==> config.mk <==
export PLATFORM = sky130hd
export DESIGN_NAME = butterfly_datapath
export DESIGN_NICKNAME = d
export VERILOG_FILES = /design/src/rtl/butterfly_datapath.sv
export SDC_FILE = /design/constraint.sdc
export NUM_CORES = 1
export LEC_CHECK = 0
export BUFFER_PORTS_ARGS = -buffer_cell sky130_fd_sc_hd__buf_2
export CAP_MARGIN = 20
export CELL_PAD_IN_SITES_DETAIL_PLACEMENT = 1
export CELL_PAD_IN_SITES_GLOBAL_PLACEMENT = 1
export CORE_ASPECT_RATIO = 1.1
export CORE_MARGIN = 2
export CORE_UTILIZATION = 43
export DETAILED_ROUTE_END_ITERATION = 8
export PLACE_DENSITY = 0.78
export SLEW_MARGIN = 20
export SYNTH_ARGS = -nofsm -noshare
export SYNTH_HDL_FRONTEND = slang
export SYNTH_SLANG_ARGS = --single-unit
==> constraint.sdc <==
create_clock -name Clock -period 6.1 [get_ports Clock]
set_clock_uncertainty 0.1 [all_clocks]
set_input_delay 1.83 -clock Clock [delete_from_list [all_inputs] [get_ports Clock]]
set_output_delay 1.83 -clock Clock [all_outputs]
set_load 0.02 [all_outputs]
==> src/rtl/butterfly_datapath.sv <==
// Radix-2 FFT butterfly datapath: Y = A + W*B, Z = A - W*B on Q1.(DW-1) complex operands,
// stepped one strobe per cycle by the upstream sequencer, with a saturated registered display port.
module butterfly_datapath #(
  parameter int DW = 8
) (
  input  logic            Clock,
  input  logic            nReset,
  input  logic [2*DW-1:0] DataIn,
  input  logic            store_W,
  input  logic            store_B,
  input  logic            store_A,
  input  logic            calc_ReWB,
  input  logic            calc_ImY,
  input  logic            calc_ImZ,
  input  logic            calc_ReZ2,
  input  logic            calc_ReZ,
  input  logic            calc_ReY,
  input  logic            display_ReY,
  input  logic            display_ImY,
  input  logic            display_ReZ,
  input  logic            display_ImZ,
  input  logic            clear,
  output logic [DW-1:0]   DataOut,
  output logic            Overflow
);
  localparam int RW = DW + 2;
  localparam int PW = 2*DW + 1;

  typedef logic signed [DW-1:0] opd_t;
  typedef logic signed [RW-1:0] res_t;
  typedef logic signed [PW-1:0] prod_t;

  localparam res_t SMAX = res_t'(2**(DW-1) - 1);
  localparam res_t SMIN = res_t'(-(2**(DW-1)));

  opd_t re_w, im_w, re_b, im_b, re_a, im_a;
  res_t re_wb, im_wb, re_y, im_y, re_z, im_z;
  prod_t re_sum, im_sum;
  res_t  disp_sel;
  logic  disp_any;

  // Operands widened before multiplying so both products and their sum are exact in PW bits.
  assign re_sum = prod_t'(re_w) * prod_t'(re_b) - prod_t'(im_w) * prod_t'(im_b);
  assign im_sum = prod_t'(re_w) * prod_t'(im_b) + prod_t'(im_w) * prod_t'(re_b);

  always_comb begin
    disp_any = display_ReY | display_ImY | display_ReZ | display_ImZ;
    disp_sel = im_z;
    if (display_ReY)      disp_sel = re_y;
    else if (display_ImY) disp_sel = im_y;
    else if (display_ReZ) disp_sel = re_z;
  end

  always_ff @(posedge Clock or negedge nReset) begin
    if (!nReset) begin
      re_w <= '0; im_w <= '0; re_b <= '0; im_b <= '0; re_a <= '0; im_a <= '0;
      re_wb <= '0; im_wb <= '0; re_y <= '0; im_y <= '0; re_z <= '0; im_z <= '0;
      DataOut  <= '0;
      Overflow <= 1'b0;
    end else if (clear) begin
      // Display registers deliberately hold so the last result stays visible.
      re_w <= '0; im_w <= '0; re_b <= '0; im_b <= '0; re_a <= '0; im_a <= '0;
      re_wb <= '0; im_wb <= '0; re_y <= '0; im_y <= '0; re_z <= '0; im_z <= '0;
    end else if (store_W) begin
      re_w <= DataIn[2*DW-1:DW]; im_w <= DataIn[DW-1:0];
    end else if (store_B) begin
      re_b <= DataIn[2*DW-1:DW]; im_b <= DataIn[DW-1:0];
    end else if (store_A) begin
      re_a <= DataIn[2*DW-1:DW]; im_a <= DataIn[DW-1:0];
    end else if (calc_ReWB) begin
      re_wb <= res_t'(re_sum >>> (DW-1));
    end else if (calc_ImY) begin
      im_wb <= res_t'(im_sum >>> (DW-1));
    end else if (calc_ImZ) begin
      im_z <= -im_wb;
    end else if (calc_ReZ2) begin
      re_z <= res_t'(re_a) - re_wb;
    end else if (calc_ReZ) begin
      im_z <= res_t'(im_a) + im_z;
    end else if (calc_ReY) begin
      re_y <= res_t'(re_a) + re_wb;
      im_y <= res_t'(im_a) + im_wb;
    end else if (disp_any) begin
      if (disp_sel > SMAX) begin
        DataOut  <= {1'b0, {(DW-1){1'b1}}};
        Overflow <= 1'b1;
      end else if (disp_sel < SMIN) begin
        DataOut  <= {1'b1, {(DW-1){1'b0}}};
        Overflow <= 1'b1;
      end else begin
        DataOut  <= disp_sel[DW-1:0];
        Overflow <= 1'b0;
      end
    end
  end
endmodule

# Yosys cells after proc, flatten, opt, wreduce, memory -nomap -nowiden
# Cells that the tools add are included.
[classes] n_addsub=7 n_mul=4 order_cmp=2 eq_ne=9 n_mux=73 bitwise_logic=13 n_reduce_logical=16
[ops] cell="$mux W10" count=51
[ops] cell="$mux W8" count=20
[ops] cell="$mul A8 B8 Y16" count=4
[ops] cell="$add A8 B10 Y10" count=3
[ops] cell="$add A16 B16 Y17" count=1
[ops] cell="$sub A16 B16 Y17" count=1
[ops] cell="$ne A2 B1 Y1 const B" count=8
[ops] cell="$reduce_and A7 Y1" count=2
[ops] cell="$reduce_bool A2 Y1" count=7
[ops] cell="$reduce_and A11 Y1" count=1
[ops] cell="$gt A10 B8 Y1 const B" count=1
[ops] cell="$lt A10 B8 Y1 const B" count=1
[ops] cell="$neg A10 Y10" count=1
[ops] cell="$not A1 Y1" count=10
[ops] cell="$sub A8 B10 Y10" count=1
[ops] cell="$reduce_and A9 Y1" count=1
[ops] cell="$reduce_and A5 Y1" count=1
[ops] cell="$reduce_and A4 Y1" count=1
[ops] cell="$ne A3 B2 Y1 const B" count=1
[ops] cell="$or A1 B1 Y1" count=3
[ops] cell="$reduce_and A3 Y1" count=1
[ops] cell="$reduce_bool A3 Y1" count=1
[ops] cell="$mux W1" count=2
[ops] cell="$reduce_and A2 Y1" count=1
[totals] reg_bits=117 in_bits=32 output_inout_bits=9

# Logic depth before layout (Yosys ltp)
[logic_depth] word_depth=11 depth_mapped=22 ltp_nobuf=21

# Worst setup path before layout
# Ideal clock, no wire load.
[synth_timing] path_type="reg-to-reg" start="register re_b[7]" end="register re_wb[9]" setup_ns=0.121 t_arrival_ns=5.442 path_slack_ns=0.437 path_stages_with_launch=22 path_buffers=1 period_less_slack_ns=5.663 cell_sequence="dfrtp_1 > inv_1 > clkbuf_1 > nor2_1 > fa_1 > inv_1 > fa_1 > fa_1 > inv_1 > fa_1 > fa_1 > inv_1 > fa_1 > inv_1 > ha_1 > a21o_1 > a21oi_1 > a2bb2oi_1 > o31ai_1 > o41ai_1 > xnor2_1 > a22o_1"
[synth_via] elab_chain_cells=7
[synth_rtl] element="from (decl)" line_no="36" rtl="opd_t re_w, im_w, re_b, im_b, re_a, im_a;"
[synth_rtl] element="from (signal assigned)" line_no="67" rtl="re_b <= DataIn[2*DW-1:DW]; im_b <= DataIn[DW-1:0];"
[synth_rtl] element="$mul A8 B8 Y16" line_no="43" rtl="assign re_sum = prod_t'(re_w) * prod_t'(re_b) - prod_t'(im_w) * prod_t'(im_b);"
[synth_rtl] element="$sub A16 B16 Y17" line_no="43"
[synth_rtl] element="$mux W10" line_no="70" rtl="end else if (calc_ReWB) begin"
[synth_rtl] element="$mux W10" line_no="68" rtl="end else if (store_A) begin"
[synth_rtl] element="$mux W10" line_no="66" rtl="end else if (store_B) begin"
[synth_rtl] element="$mux W10" line_no="64" rtl="end else if (store_W) begin"
[synth_rtl] element="$mux W10" line_no="60" rtl="end else if (clear) begin"
[synth_rtl] element="to (signal assigned)" line_no="71" rtl="re_wb <= res_t'(re_sum >>> (DW-1));"
[synth_rtl] element="to (decl)" line_no="37" rtl="res_t re_wb, im_wb, re_y, im_y, re_z, im_z;"
# No other way between the ends. The select of a mux whose other input is x is not followed.
# A chain may end at the register's enable or synchronous reset.

# Worst setup path after layout
[layout_timing] start="register im_b[4]" end="register re_wb[7]"
[layout_via] elab_chain_cells=7
[layout_rtl] element="from (decl)" line_no="36"
[layout_rtl] element="from (signal assigned)" line_no="67"
[layout_rtl] element="$mul A8 B8 Y16" line_no="43"
[layout_rtl] element="$sub A16 B16 Y17" line_no="43"
[layout_rtl] element="$mux W10" line_no="70"
[layout_rtl] element="$mux W10" line_no="68"
[layout_rtl] element="$mux W10" line_no="66"
[layout_rtl] element="$mux W10" line_no="64"
[layout_rtl] element="$mux W10" line_no="60"
# No other way between the ends. The select of a mux whose other input is x is not followed.

==> results.ini <==
[critical_path]
rrSetupSlack_ns = 0.19
critPathMaxFanout = 9
start_kind = flop
cp.required_ns = 6.29
timing.rr.end = re_wb[7]$_DFFE_PN0P_
path_class = flop to flop
worstSetupEndpointType = flop
startpoint = im_b[4]$_DFFE_PN0P_
cp.arrival_ns = 6.10
ff2ff_path_depth = 18
timing.rr.start = im_b[4]$_DFFE_PN0P_

[floorplanning]
fp.dieH_um = 213
die_area_um2 = 41200
dieWidth_um = 194
core_um2 = 39100
rows = 76
io_pins = 41
initial_core_util_pct = 43.5

[yosys]
synthTopCellsByArea = fa_1, dfrtp_1, ha_1
synth_area_um2 = 17000
yosysSeqAreaShare_pct = 17.2
yosysWarningCount = 0
synth_cells = 1854
synthFlopType = dfrtp_1
synth_area_per_cell_um2 = 9.17
synth.most_common_cell = inv_1
synth_top_area_share_pct = 33.1
async_flop_share_pct = 100
synth_top_cell_by_area = fa_1
synth.distinct_cells = 64
synth_fp_nets = 2309
ys_top_cells_by_count = inv_1, fa_1, nand2_1, and2_1, ha_1
synth_edf_count = 0
ys_seq_elements = 117

[power]
peakVddDrop_v = 0.000226
p_leak_nw = 9.20
power.density_nw_per_um2 = 183

[route]
routed_via_density = 5.34
wl_per_cell_um = 19.9
routed_wl_mm = 47.7
num_vias = 12808
ant_nets = 0
drcViolationCount = 0
drtIter0Drc = 568
drtPass1Iterations = 4

[grt]
grt_pass1_wl_mm = 77.5
grt.busiest_layer = met2
grt_pass1_vias = 14658
grt_use_total_pct = 24.4
grt_util_met2_pct = 43.9
overflow = 0
grt_max_degree = 108
met3_usage_pct = 3.06
antenna_found_initial = 0
globalRouteMet1Util_pct = 28.5

[cts]
hold_buffers = 0
cts.htree.levels = 4
clock-sinks = 117
path_clk_slew_ns = 0.06
cts_tree = built
numCtsBuffers = 17
cts_root_buffer = clkbuf_16
clockBufferDepth = 2
clk_latency_ns = 0.44

[min_path]
hold_path.startpoint = re_y[0]$_DFFE_PN0P_
min_delay_path_depth = 2
hold_end = re_y[0]$_DFFE_PN0P_
hp-class = flop to flop

[layout]
fin_area_um2 = 18600
finalNonFillerCells = 2398
area_delta_synth_final_pct = 9.22
drive_gt1_share_pct = 8.04
diodes = 0
fin_nets = 2333

[timing]
tightest_slew_ns = 0.916
slew_headroom_pct = 38.9
maxSlewViolCount = 0
setup_slack_ns = 0.191
setup_viol = 0
timing_hold_violations_final = 0
min_period_ns = 5.91
period_share_pct = 96.9
max_freq_ghz = 0.169

[placement]
dp_cells = 2362
place.gp.congestion = 0.864
portBuffers = 40
post-place-ws_ns = -0.00421
dpl.hpwl_mm = 38.3
post_dp_cell_area_um2 = 17800

[run_status]
status = finished, final reports clean

[flow_run]
cap_violations = 0

==> cell type report <==
type                            count  area, µm²
Multi-Input combinational cell   1319      12500
Sequential cell                   117       2950
Clock inverter                     15        241
Clock buffer                       17        425
Tap cell                          507        634
Fill cell                        4513      20500
Timing Repair Buffer               81        526
Inverter                          342       1280
==> cells by family after synthesis <==
group           synth area share [%]
compound gates                  8.03
xor+xnor                        3.71
fa+ha+maj                       43.5
buf+inv                         9.48
flops                           17.2
mux                             2.01
simple gates                    16.0
==> power breakdown <==
part	leakage, nW	internal [mW]	switching, mW
clock	0.323	0.737	0.432
sequential	1.58	0.805	0.0639
combinational	7.29	0.556	0.799
==> per-layer routing <==
metal / vias to the layer above / share of wire [%]
li1: 5772 / -
met1: 6650 / 40
met3: 120 / 3.3
met2: 266 / 52
met5: - / 0
met4: 0 / 5.3
==> worst max-delay path, stage by stage (launching register included) <==
cell	delay, ns
dfrtp_1	0.54
buf_4	0.25
nand2_1	0.09
fa_1	0.50
fa_1	0.64
fa_1	0.48
fa_1	0.43
fa_1	0.51
inv_1	0.05
fa_1	0.49
inv_1	0.05
ha_1	0.33
a21o_1	0.18
a21oi_1	0.19
a2bb2oi_1	0.21
o31ai_2	0.12
or3_1	0.33
a31oi_1	0.19
nor2_1	0.06
==> how the worst max path moves through the flow <==
stage | to | slack, ns | depth (start not counted)
final | re_wb[7]$_DFFE_PN0P_ | 0.19 | 18
after global routing | im_wb[7]$_DFFE_PN0P_ | -0.04 | 19
after CTS | re_wb[9]$_DFFE_PN0P_ | 0.005 | 18
after detailed placement | im_wb[9]$_DFFE_PN0P_ | -0.004 | 19
after global placement | im_wb[9]$_DFFE_PN0P_ | 0.24 | 19
after floorplan | re_wb[9]$_DFFE_PN0P_ | 0.44 | 21
==> metrics by stage <==
step	hold WS (ns)	setup TNS (ns)	power, mW	util [%]
floorplan	0.375	0	1.80	-
global placement	0.386	0	2.13	45.6
detailed placement	0.410	-0.00421	2.21	45.6
CTS	0.424	0	3.39	47.3
global route	0.448	-0.0760	3.61	47.5
finish	0.423	0	3.39	47.5
==> timing repair <==
action	in CTS	in global routing
endpoints found under the hold margin	0	0
endpoints found under the setup margin	2	12
setup buffers	0	4
resized for setup	2	28
==> sequential cells by signal, summed over array words and instances (netlist names) <==
signal / count
im_y: 10
re_wb: 10
Overflow: 1
DataOut: 8
re_a: 8
im_w: 8
re_b: 8
im_wb: 10
re_y: 10
im_z: 10
im_a: 8
re_z: 10
im_b: 8
re_w: 8
==> cells in the final DEF (no fill, tap or decap), types with 4 or more instances in the layout <==
| cell type | synthesis | layout |
|---|---|---|
| o21bai_1 | 10 | 10 |
| clkbuf_16 | 0 | 17 |
| nor2b_1 | 7 | 7 |
| a21o_1 | 13 | 13 |
| dfrtp_1 | 117 | 99 |
| xor2_1 | 18 | 18 |
| dfrtp_2 | 0 | 17 |
| or3_1 | 7 | 7 |
| nand2b_1 | 16 | 16 |
| bufinv_16 | 0 | 5 |
| xnor2_1 | 54 | 54 |
| buf_4 | 2 | 42 |
| a211oi_1 | 17 | 15 |
| nor2_1 | 102 | 102 |
| buf_2 | 1 | 38 |
| ha_1 | 142 | 142 |
| o21ai_0 | 35 | 34 |
| inv_6 | 0 | 5 |
| inv_1 | 342 | 339 |
| or4_1 | 4 | 4 |
| fa_1 | 281 | 281 |
| a31oi_1 | 5 | 4 |
| nor4_1 | 8 | 8 |
| nor3_1 | 11 | 10 |
| and2_1 | 143 | 143 |
| o21a_1 | 5 | 5 |
| mux2i_1 | 33 | 33 |
| nand3_1 | 8 | 8 |
| a21oi_1 | 108 | 107 |
| nand2_1 | 235 | 235 |
Note: power is estimated with default switching activity, not from simulation.
